### config.mk
export PLATFORM = sky130hd
export DESIGN_NAME = envelope_shaper
export DESIGN_NICKNAME = d
export VERILOG_FILES = /design/src/rtl/envelope_shaper_pkg.sv /design/src/rtl/envelope_shaper_tick_divider.sv /design/src/rtl/envelope_shaper.sv
export SDC_FILE = /design/constraint.sdc
export NUM_CORES = 1
export LEC_CHECK = 0
export ABC_AREA = 0
export CAP_MARGIN = 40
export CORE_MARGIN = 2
export CORE_UTILIZATION = 65
export CTS_BUF_LIST = sky130_fd_sc_hd__clkbuf_8
export DETAILED_ROUTE_END_ITERATION = 8
export GPL_TIMING_DRIVEN = 0
export PLACE_DENSITY = 0.95
export SYNTH_ARGS = -nofsm -noshare
export SYNTH_HDL_FRONTEND = slang
export SYNTH_SLANG_ARGS = --single-unit
export TNS_END_PERCENT = 1
### constraint.sdc
create_clock -name clk -period 11.3 [get_ports clk]
set_input_delay 1.695 -clock clk [delete_from_list [all_inputs] [get_ports clk]]
set_output_delay 1.695 -clock clk [all_outputs]
set_load 0.1 [all_outputs]
### src/rtl/envelope_shaper_pkg.sv
// envelope_shaper_pkg: shared state encoding, level limits and step helper
package envelope_shaper_pkg;
  typedef enum logic [2:0] {IDLE, ATTACK, DECAY, SUSTAIN, RELEASE} state_e;
  localparam int LEVEL_MAX = 255;
  localparam int STEP_W = 5;
  function automatic logic [STEP_W-1:0] rate_step(input logic [3:0] rate);
    return {1'b0, rate} + 5'd1;
  endfunction
endpackage

### src/rtl/envelope_shaper_tick_divider.sv
// tick_divider: free-running prescaler emitting a one-cycle tick every PRESCALE clocks
module tick_divider #(
  parameter int PRESCALE = 256
) (
  input  logic clk,
  input  logic reset,
  output logic tick
);
  localparam int W = $clog2(PRESCALE);
  logic [W-1:0] cnt_q, cnt_d;
  assign tick = cnt_q == W'(PRESCALE - 1);
  assign cnt_d = tick ? '0 : cnt_q + W'(1);
  // counter register, cleared by reset
  always_ff @(posedge clk) begin
    if (reset) cnt_q <= '0;
    else cnt_q <= cnt_d;
  end
endmodule

### src/rtl/envelope_shaper.sv
// envelope_shaper: ADSR envelope generator scaling a tone sample by the envelope level
module envelope_shaper
  import envelope_shaper_pkg::*;
#(
  parameter int PRESCALE = 256
) (
  input  logic       clk,
  input  logic       reset,
  input  logic       gate,
  input  logic [7:0] sample_in,
  input  logic [3:0] attack_rate,
  input  logic [3:0] decay_rate,
  input  logic [3:0] release_rate,
  input  logic [7:0] sustain_level,
  output logic [7:0] sample_out,
  output logic [7:0] env_level,
  output logic       active
);
  logic tick;
  state_e state_q, state_d;
  logic [7:0] level_q, level_d, sample_out_q;
  logic [STEP_W-1:0] a_step, d_step, r_step;
  logic [8:0] up_sum, dec_lim;
  logic up_sat;
  logic [15:0] prod;
  tick_divider #(.PRESCALE(PRESCALE)) u_tick (.clk(clk), .reset(reset), .tick(tick));
  assign a_step = rate_step(attack_rate);
  assign d_step = rate_step(decay_rate);
  assign r_step = rate_step(release_rate);
  assign up_sum = {1'b0, level_q} + {4'b0, a_step};
  assign up_sat = up_sum >= 9'(LEVEL_MAX);
  assign dec_lim = {1'b0, sustain_level} + {4'b0, d_step};
  assign prod = {8'b0, sample_in} * {8'b0, level_q};
  // next state and level: gate-driven transitions take priority over tick-driven level steps
  always_comb begin
    state_d = state_q;
    level_d = level_q;
    unique case (state_q)
      IDLE: state_d = gate ? ATTACK : IDLE;
      ATTACK:
        if (!gate) state_d = RELEASE;
        else if (tick) begin
          level_d = up_sat ? 8'(LEVEL_MAX) : up_sum[7:0];
          state_d = up_sat ? DECAY : ATTACK;
        end
      DECAY:
        if (!gate) state_d = RELEASE;
        else if (tick) begin
          level_d = ({1'b0, level_q} <= dec_lim) ? sustain_level : level_q - {3'b0, d_step};
          state_d = ({1'b0, level_q} <= dec_lim) ? SUSTAIN : DECAY;
        end
      SUSTAIN: state_d = gate ? SUSTAIN : RELEASE;
      RELEASE:
        if (gate) state_d = ATTACK;
        else if (tick) begin
          level_d = (level_q <= {3'b0, r_step}) ? '0 : level_q - {3'b0, r_step};
          state_d = (level_q <= {3'b0, r_step}) ? IDLE : RELEASE;
        end
      default: begin
        state_d = IDLE;
        level_d = '0;
      end
    endcase
  end
  // state, level and scaled-sample registers
  always_ff @(posedge clk) begin
    if (reset) begin
      state_q <= IDLE;
      level_q <= '0;
      sample_out_q <= '0;
    end else begin
      state_q <= state_d;
      level_q <= level_d;
      sample_out_q <= prod[15:8];
    end
  end
  assign sample_out = sample_out_q;
  assign env_level = level_q;
  assign active = state_q != IDLE;
endmodule

==> out/results.ini, run 1 <==
[synthesis]
ys_seq_area_share_pct = 12.0
ys.flop_type = dfxtp_1
syn_inst = 547
synth_nets = 680
syn_area_per_cell_um2 = 8.23
syn_area_mm2 = 0.00450
ys_async_sr_fraction_pct = 0
yosysWarningCount = 0
synth-edff-count = 0
synth-seq-cells = 27
synthDistinctLibCells = 65

[cells_and_area]
mostFrequentLayoutCells = 72 x inv_1, 63 x ha_1, 54 x nand2_1
nets = 748
final_cell_count_no_fill = 694
final_common_cell = inv_1
area_growth_pct = 19.2
multi_input_area_mm2 = 0.00356
fillCellCount = 430
drive_gt1_share_pct = 7.49
diodes = 0
register_area_um2 = 541

[sta]
max_slew.worst_pin.slew_ns = 0.912
fmax_mhz = 158
relSlewSlack_pct = 39.1
fin_tns_setup_ns = 0
rsz0062_at_grt = false
slew_viol_final = 0
clock_skew_ns = 0.0125
setup_viol = 0
fin_crit_ns = 6.34
fin_crit_sh_pct = 56.1
hold_viol = 0

[power_and_ir_drop]
vdd_ir_drop_max_mv = 0.0622
power.leakage_uw = 0.00253
p_per_area_mw_per_mm2 = 47.7

[place]
gp_congestion = 0.888
hpwlAfterDp_um = 9380
dpl.cell_count = 690
io_buffers = 46

[worst_hold_path]
hp-class = reg2reg

[global_routing]
grt_pass1_wl_um = 19400
grt-ovfl-total = 0
grt_pass1_vias = 4318
grt_max_degree = 18
antenna_found_initial = 0
track_usage_pct = 31.5

[cts]
cts.clk_slew.worst_paths_ns = 0.10
cts_hold_buf = 0
cts_buffer_depth = 2
tritoncts = yes
cts_max_level = 1
numCtsBuffers = 3
clkSinkCount = 27
clkLatencyLatePin_ns = 0.30
post-cts-setup-buffer-count = 0
cts_resized = 0
root_buffer = clkbuf_8

[floorplanning]
row_count = 30
ioPinCount = 48
dieHeight_um = 87.2
die_x_um = 87.2
core_area_mm2 = 0.00676
die_area_mm2 = 0.00760
start_util_pct = 66.6

[detailed_routing]
via_count = 4346
viasPerCell = 6.26
drc = 0
drt_iter0_markers = 347
dr.pass1.iters = 5
wire_per_inst_um = 16.6
routed_wl_um = 11500
antenna_left = 0

[critical_path]
crit_fanout = 8
critical_path_required_ns = 11.47
crit_arrival_ns = 6.51
worstSetupEndpointType = flip-flop
start_kind = primary input
crit_type = in2reg

[outcome]
status = finished, final reports clean

[flow_run]
maxCapViolCount = 0

-- layout make-up --
class / count / share of cell area (%)
multi-input combinational: 429 / 66.4
clock inverter: 1 / 0.163
tap: 80 / 1.87
inverter: 72 / 5.04
sequential: 27 / 10.1
buffer: 19 / 2.36
clock buffer: 3 / 0.770
timing repair buffer: 63 / 13.3
-- synth_stat cells (all sizes together) (9+ instances only) --
library cell | count | share of area (%)
nand4 | 10 | 1.4
nor2 | 39 | 3.3
dfxtp | 27 | 12
o21ai | 19 | 2.1
xnor2 | 19 | 3.7
inv | 72 | 6.0
nand2 | 54 | 4.5
nand3 | 15 | 1.8
nand2b | 9 | 1.3
clkbuf | 13 | 1.5
fa | 39 | 17
xor2 | 16 | 3.3
and2 | 29 | 4.0
a21oi | 26 | 3.1
ha | 63 | 18
-- through the flow --
stage	setup slack [ns]	power, uW	area, um^2	hold WS (ns)	util, %
after floorplan	5.64	158	4500	0.430	-
final	4.96	256	5370	0.485	79.4
after global routing	4.81	265	5370	0.521	79.4
after global placement	4.88	184	5060	0.450	74.9
after detailed placement	4.70	191	5320	0.461	78.7
after CTS	4.99	251	5370	0.487	79.4
-- sequential cells by signal, summed over array words and instances, names as in the netlist --
signal	flops
env_level	8
sample_out	8
u_tick.cnt_q	8
state_q	3
-- worst max-delay path: stages --
cell	delay, ns
clkdlybuf4s50_1	0.69
nand2_1	0.14
fa_1	0.54
inv_1	0.06
fa_1	0.54
inv_1	0.06
fa_1	0.51
fa_1	0.56
inv_1	0.04
ha_1	0.34
and2_1	0.21
a221oi_1	0.30
nand2_1	0.18
o21ai_0	0.37
xnor2_1	0.19
nor2_1	0.06
-- metal layers --
layer	wire length [um]	global-route usage [%]	vias up
met5	0	0	-
met4	289	8.39	0
met3	955	3.51	44
met2	5710	55.2	258
met1	4560	41.3	2057
li1	-	-	1987
-- logic make-up (layout without fill, tap and decap cells) --
logic type,after synthesis,count (layout),share of synthesized area (%)
multiplexers,3,3,0.695
buffers and inverters,91,158,8.82
adder cells (fa/ha/maj),102,102,34.9
XOR/XNOR,35,35,6.98
flip-flops,27,27,12.0
AND/OR/NAND/NOR,186,186,20.6
AO/OA/AOI/OAI,103,103,16.0
-- power by group --
group / switching, uW / leakage (uW) / total (uW) / internal (uW)
Sequential: 1.54 / 0.000219 / 98.4 / 96.9
Clock: 38.6 / 0.0000261 / 64.8 / 26.1
Combinational: 52.0 / 0.00229 / 92.9 / 40.8
Total: 92.2 / 0.00253 / 256 / 164
-- path summary, 6_finish.rpt --
path,cells after the start,slack [ns],to,startpoint
worst max-delay path,16,4.96,sample_out[7],sample_in[2]
worst min-delay path,1,0.49,u_tick.cnt_q[0],u_tick.cnt_q[0]
worst max register to register,17,5.94,sample_out[7],env_level[5]
worst min register to register,1,0.49,u_tick.cnt_q[0],u_tick.cnt_q[0]
Note: power is estimated with default switching activity, not from simulation.
==> inputs of run 2 (changes only) <==
--- a/config.mk
+++ b/config.mk
@@ -8,11 +8,11 @@
 export ABC_AREA = 0
 export CAP_MARGIN = 40
 export CORE_MARGIN = 2
-export CORE_UTILIZATION = 65
+export CORE_UTILIZATION = 54
 export CTS_BUF_LIST = sky130_fd_sc_hd__clkbuf_8
 export DETAILED_ROUTE_END_ITERATION = 8
 export GPL_TIMING_DRIVEN = 0
-export PLACE_DENSITY = 0.95
+export PLACE_DENSITY = 0.91
 export SYNTH_ARGS = -nofsm -noshare
 export SYNTH_HDL_FRONTEND = slang
 export SYNTH_SLANG_ARGS = --single-unit
==> constraint.sdc (replaced) <==
create_clock -name clk -period 5.44 [get_ports clk]
set_input_delay 0.816 -clock clk [delete_from_list [all_inputs] [get_ports clk]]
set_output_delay 0.816 -clock clk [all_outputs]
set_load 0.1 [all_outputs]
==> run 2 against run 1 <==
  * Final area rose by 0.82%
  * Register-to-register slack got worse by 5.6 ns
  * Sequential share of layout area is 0.082 points lower
==> out/results.ini, run 2 (synthesis gave the netlist of run 1 again) <==
[detailed_routing]
drc = 0  ; unchanged
viasPerCell = 5.75  ; was 6.26
via_count = 4135  ; was 4346
wire_per_inst_um = 15.1  ; was 16.6 um
antenna_left = 0  ; unchanged
routed_wl_um = 10900  ; was 11500 um
drt_iter0_markers = 189  ; was 347
dr.pass1.iters = 5  ; unchanged

[cells_and_area]
fillCellCount = 634  ; was 430
area_growth_pct = 20.2  ; was 19.2%
final_common_cell = inv_1  ; unchanged
mostFrequentLayoutCells = 72 x inv_1, 63 x ha_1, 54 x nand2_1  ; unchanged
nets = 748  ; unchanged
post-route-util_pct = 66.5  ; was 79.4%
diodes = 0  ; unchanged
drive_gt1_share_pct = 7.82  ; was 7.49%
multi_input_area_mm2 = 0.00357  ; was 0.00356 mm^2
register_area_um2 = 541  ; unchanged

[critical_path]
timing.rr.start = env_level[6]  ; was env_level[5]
r2r-end = sample_out[6]  ; was sample_out[7]
startpoint = sample_in[1]  ; was sample_in[2]
critical_path_required_ns = 5.66  ; was 11.47 ns
slowest_stage = clkdlybuf4s50_1  ; unchanged
crit_arrival_ns = 5.41  ; was 6.51 ns
max_stage_delay_ns = 0.62  ; was 0.69 ns
cp_common_cell = fa_1  ; unchanged
worstSetupEndpointType = flip-flop  ; unchanged
start_kind = primary input  ; unchanged
crit_path_cell_trace = clkdlybuf4s50_1 > nand2_1 > fa_1 > inv_1 > fa_1 > inv_1 > fa_1 > inv_1 > fa_1 > ha_1 > and2_1 > and3_1 > nand3_1 > o221ai_1 > a21oi_1 > xor2_1 > nor2_1  ; was clkdlybuf4s50_1 > nand2_1 > fa_1 > inv_1 > fa_1 > inv_1 > fa_1 > fa_1 > inv_1 > ha_1 > and2_1 > a221oi_1 > nand2_1 > o21ai_0 > xnor2_1 > nor2_1
reg2reg_depth = 18  ; was 17
crit_type = in2reg  ; unchanged
rrSetupSlack_ns = 0.32  ; was 5.94 ns
crit_end = sample_out[5]  ; was sample_out[7]
crit_fanout = 7  ; was 8

[sta]
slew_viol_final = 0  ; unchanged
setup_viol = 0  ; unchanged
fin_tns_setup_ns = 0  ; unchanged
max_slew.worst_pin.slew_ns = 0.760  ; was 0.912 ns
relSlewSlack_pct = 48.9  ; was 39.1%
hold_viol = 0  ; unchanged
clock_skew_ns = 0.00739  ; was 0.0125 ns
fmax_mhz = 193
fin_crit_sh_pct = 95.5
rsz0062_at_grt = false  ; unchanged
fin_crit_ns = 5.19

[global_routing]
track_usage_pct = 25.5  ; was 31.5%
grt-ovfl-total = 0  ; unchanged
grt_max_degree = 17  ; was 18
grt_pass1_wl_um = 18700  ; was 19400 um
grt_pass1_vias = 4313  ; was 4318
antenna_found_initial = 0  ; unchanged

[outcome]
status = finished, final reports clean  ; unchanged

[place]
gp_congestion = 0.921  ; was 0.888
io_buffers = 46  ; unchanged
hpwlAfterDp_um = 9220  ; was 9380 um

[power_and_ir_drop]
power.switching_uw = 184  ; was 92.2 uW
seqPwrFrac_pct = 39.2  ; was 38.4%
p_per_area_mw_per_mm2 = 96.4  ; was 47.7 mW/mm^2
p_sw_share_pct = 35.2  ; was 36.0%
combPwrFrac_pct = 36.0  ; was 36.3%
intPower_uw = 338  ; was 164 uW
p_clk_share_pct = 24.8  ; was 25.3%
vdd_ir_drop_max_mv = 0.0936  ; was 0.0622 mV
power.leakage_uw = 0.00255  ; was 0.00253 uW

[floorplanning]
dieHeight_um = 95.3  ; was 87.2 um
die_x_um = 95.3  ; was 87.2 um
ioPinCount = 48  ; unchanged
die_area_mm2 = 0.00908  ; was 0.00760 mm^2
row_count = 33  ; was 30
start_util_pct = 55.3  ; was 66.6%
core_area_mm2 = 0.00813  ; was 0.00676 mm^2

[cts]
clkLatencyLatePin_ns = 0.29  ; was 0.30 ns
cts_max_level = 1  ; unchanged
root_buffer = clkbuf_8  ; unchanged
clkSinkCount = 27  ; unchanged
cts.clk_slew.worst_paths_ns = 0.10  ; about the same
cts_resized = 0  ; unchanged
cts_hold_buf = 0  ; unchanged
numCtsBuffers = 3  ; unchanged
tritoncts = yes  ; unchanged
post-cts-setup-buffer-count = 0  ; unchanged
cts_buffer_depth = 2  ; unchanged

[worst_hold_path]
hp-class = reg2reg  ; unchanged

[flow_run]
maxCapViolCount = 0  ; unchanged

==> run 2: critical path, delay by kind of cell <==
family | cells | cell delay (ns)
compound gates | 2 | 0.51
xor+xnor | 1 | 0.15
fa+ha+maj | 5 | 2.44
buf+inv | 4 | 0.79
simple gates | 5 | 0.68
==> run 2: how the worst min path moves through the flow <==
stage / slack, ns / to / depth (start not counted) / startpoint
3_5_place_dp: 0.46 / u_tick.cnt_q[0] / 1 / u_tick.cnt_q[0]
3_3_place_gp: 0.45 / u_tick.cnt_q[0] / 1 / u_tick.cnt_q[0]
4_1_cts: 0.49 / u_tick.cnt_q[0] / 1 / u_tick.cnt_q[0]
6_report: 0.49 / u_tick.cnt_q[0] / 1 / u_tick.cnt_q[0]
2_1_floorplan: 0.43 / u_tick.cnt_q[0] / 1 / u_tick.cnt_q[0]
5_1_grt: 0.51 / u_tick.cnt_q[0] / 1 / u_tick.cnt_q[0]
==> run 2: routing by layer <==
metal / GRT usage, % / vias to the layer above / share of wire (%)
met4: 7.73 / 0 / 2.3
met3: 3.24 / 26 / 4.6
met1: 28.6 / 2002 / 40
met2: 49.6 / 118 / 53
li1: - / 1989 / -
met5: 0 / - / 0
==> run 2: final cells by class <==
class | instances | area share [%]
Multi-Input combinational cell | 429 | 65.9
Timing Repair Buffer | 63 | 13.4
Sequential cell | 27 | 9.99
Inverter | 72 | 5.00
Tap cell | 105 | 2.43
Buffer | 19 | 2.36
Clock buffer | 3 | 0.763
Clock inverter | 1 | 0.139
==> run 2: through the flow <==
| stage | power [uW] | hold slack, ns | cell area, um^2 | setup WS (ns) | cells |
|---|---|---|---|---|---|
| finish | 522 | 0.490 | 5410 | 0.247 | 719 |
| global route | 545 | 0.506 | 5410 | 0.0249 | 719 |
| CTS | 522 | 0.490 | 5400 | 0.123 | 719 |
| detailed placement | 395 | 0.465 | 5350 | -0.153 | 715 |
| global placement | 382 | 0.446 | 5090 | -0.0719 | 698 |
| floorplan | 329 | 0.430 | 4500 | 0.0859 | 547 |
==> run 2: power by group through the flow <==
stage / registers, uW / clock network, uW / logic, uW
finish: 204 / 129 / 188
global route: 205 / 132 / 208
CTS: 204 / 130 / 188
detailed placement: 209 / 0 / 186
global placement: 209 / 0 / 174
floorplan: 215 / 0 / 114
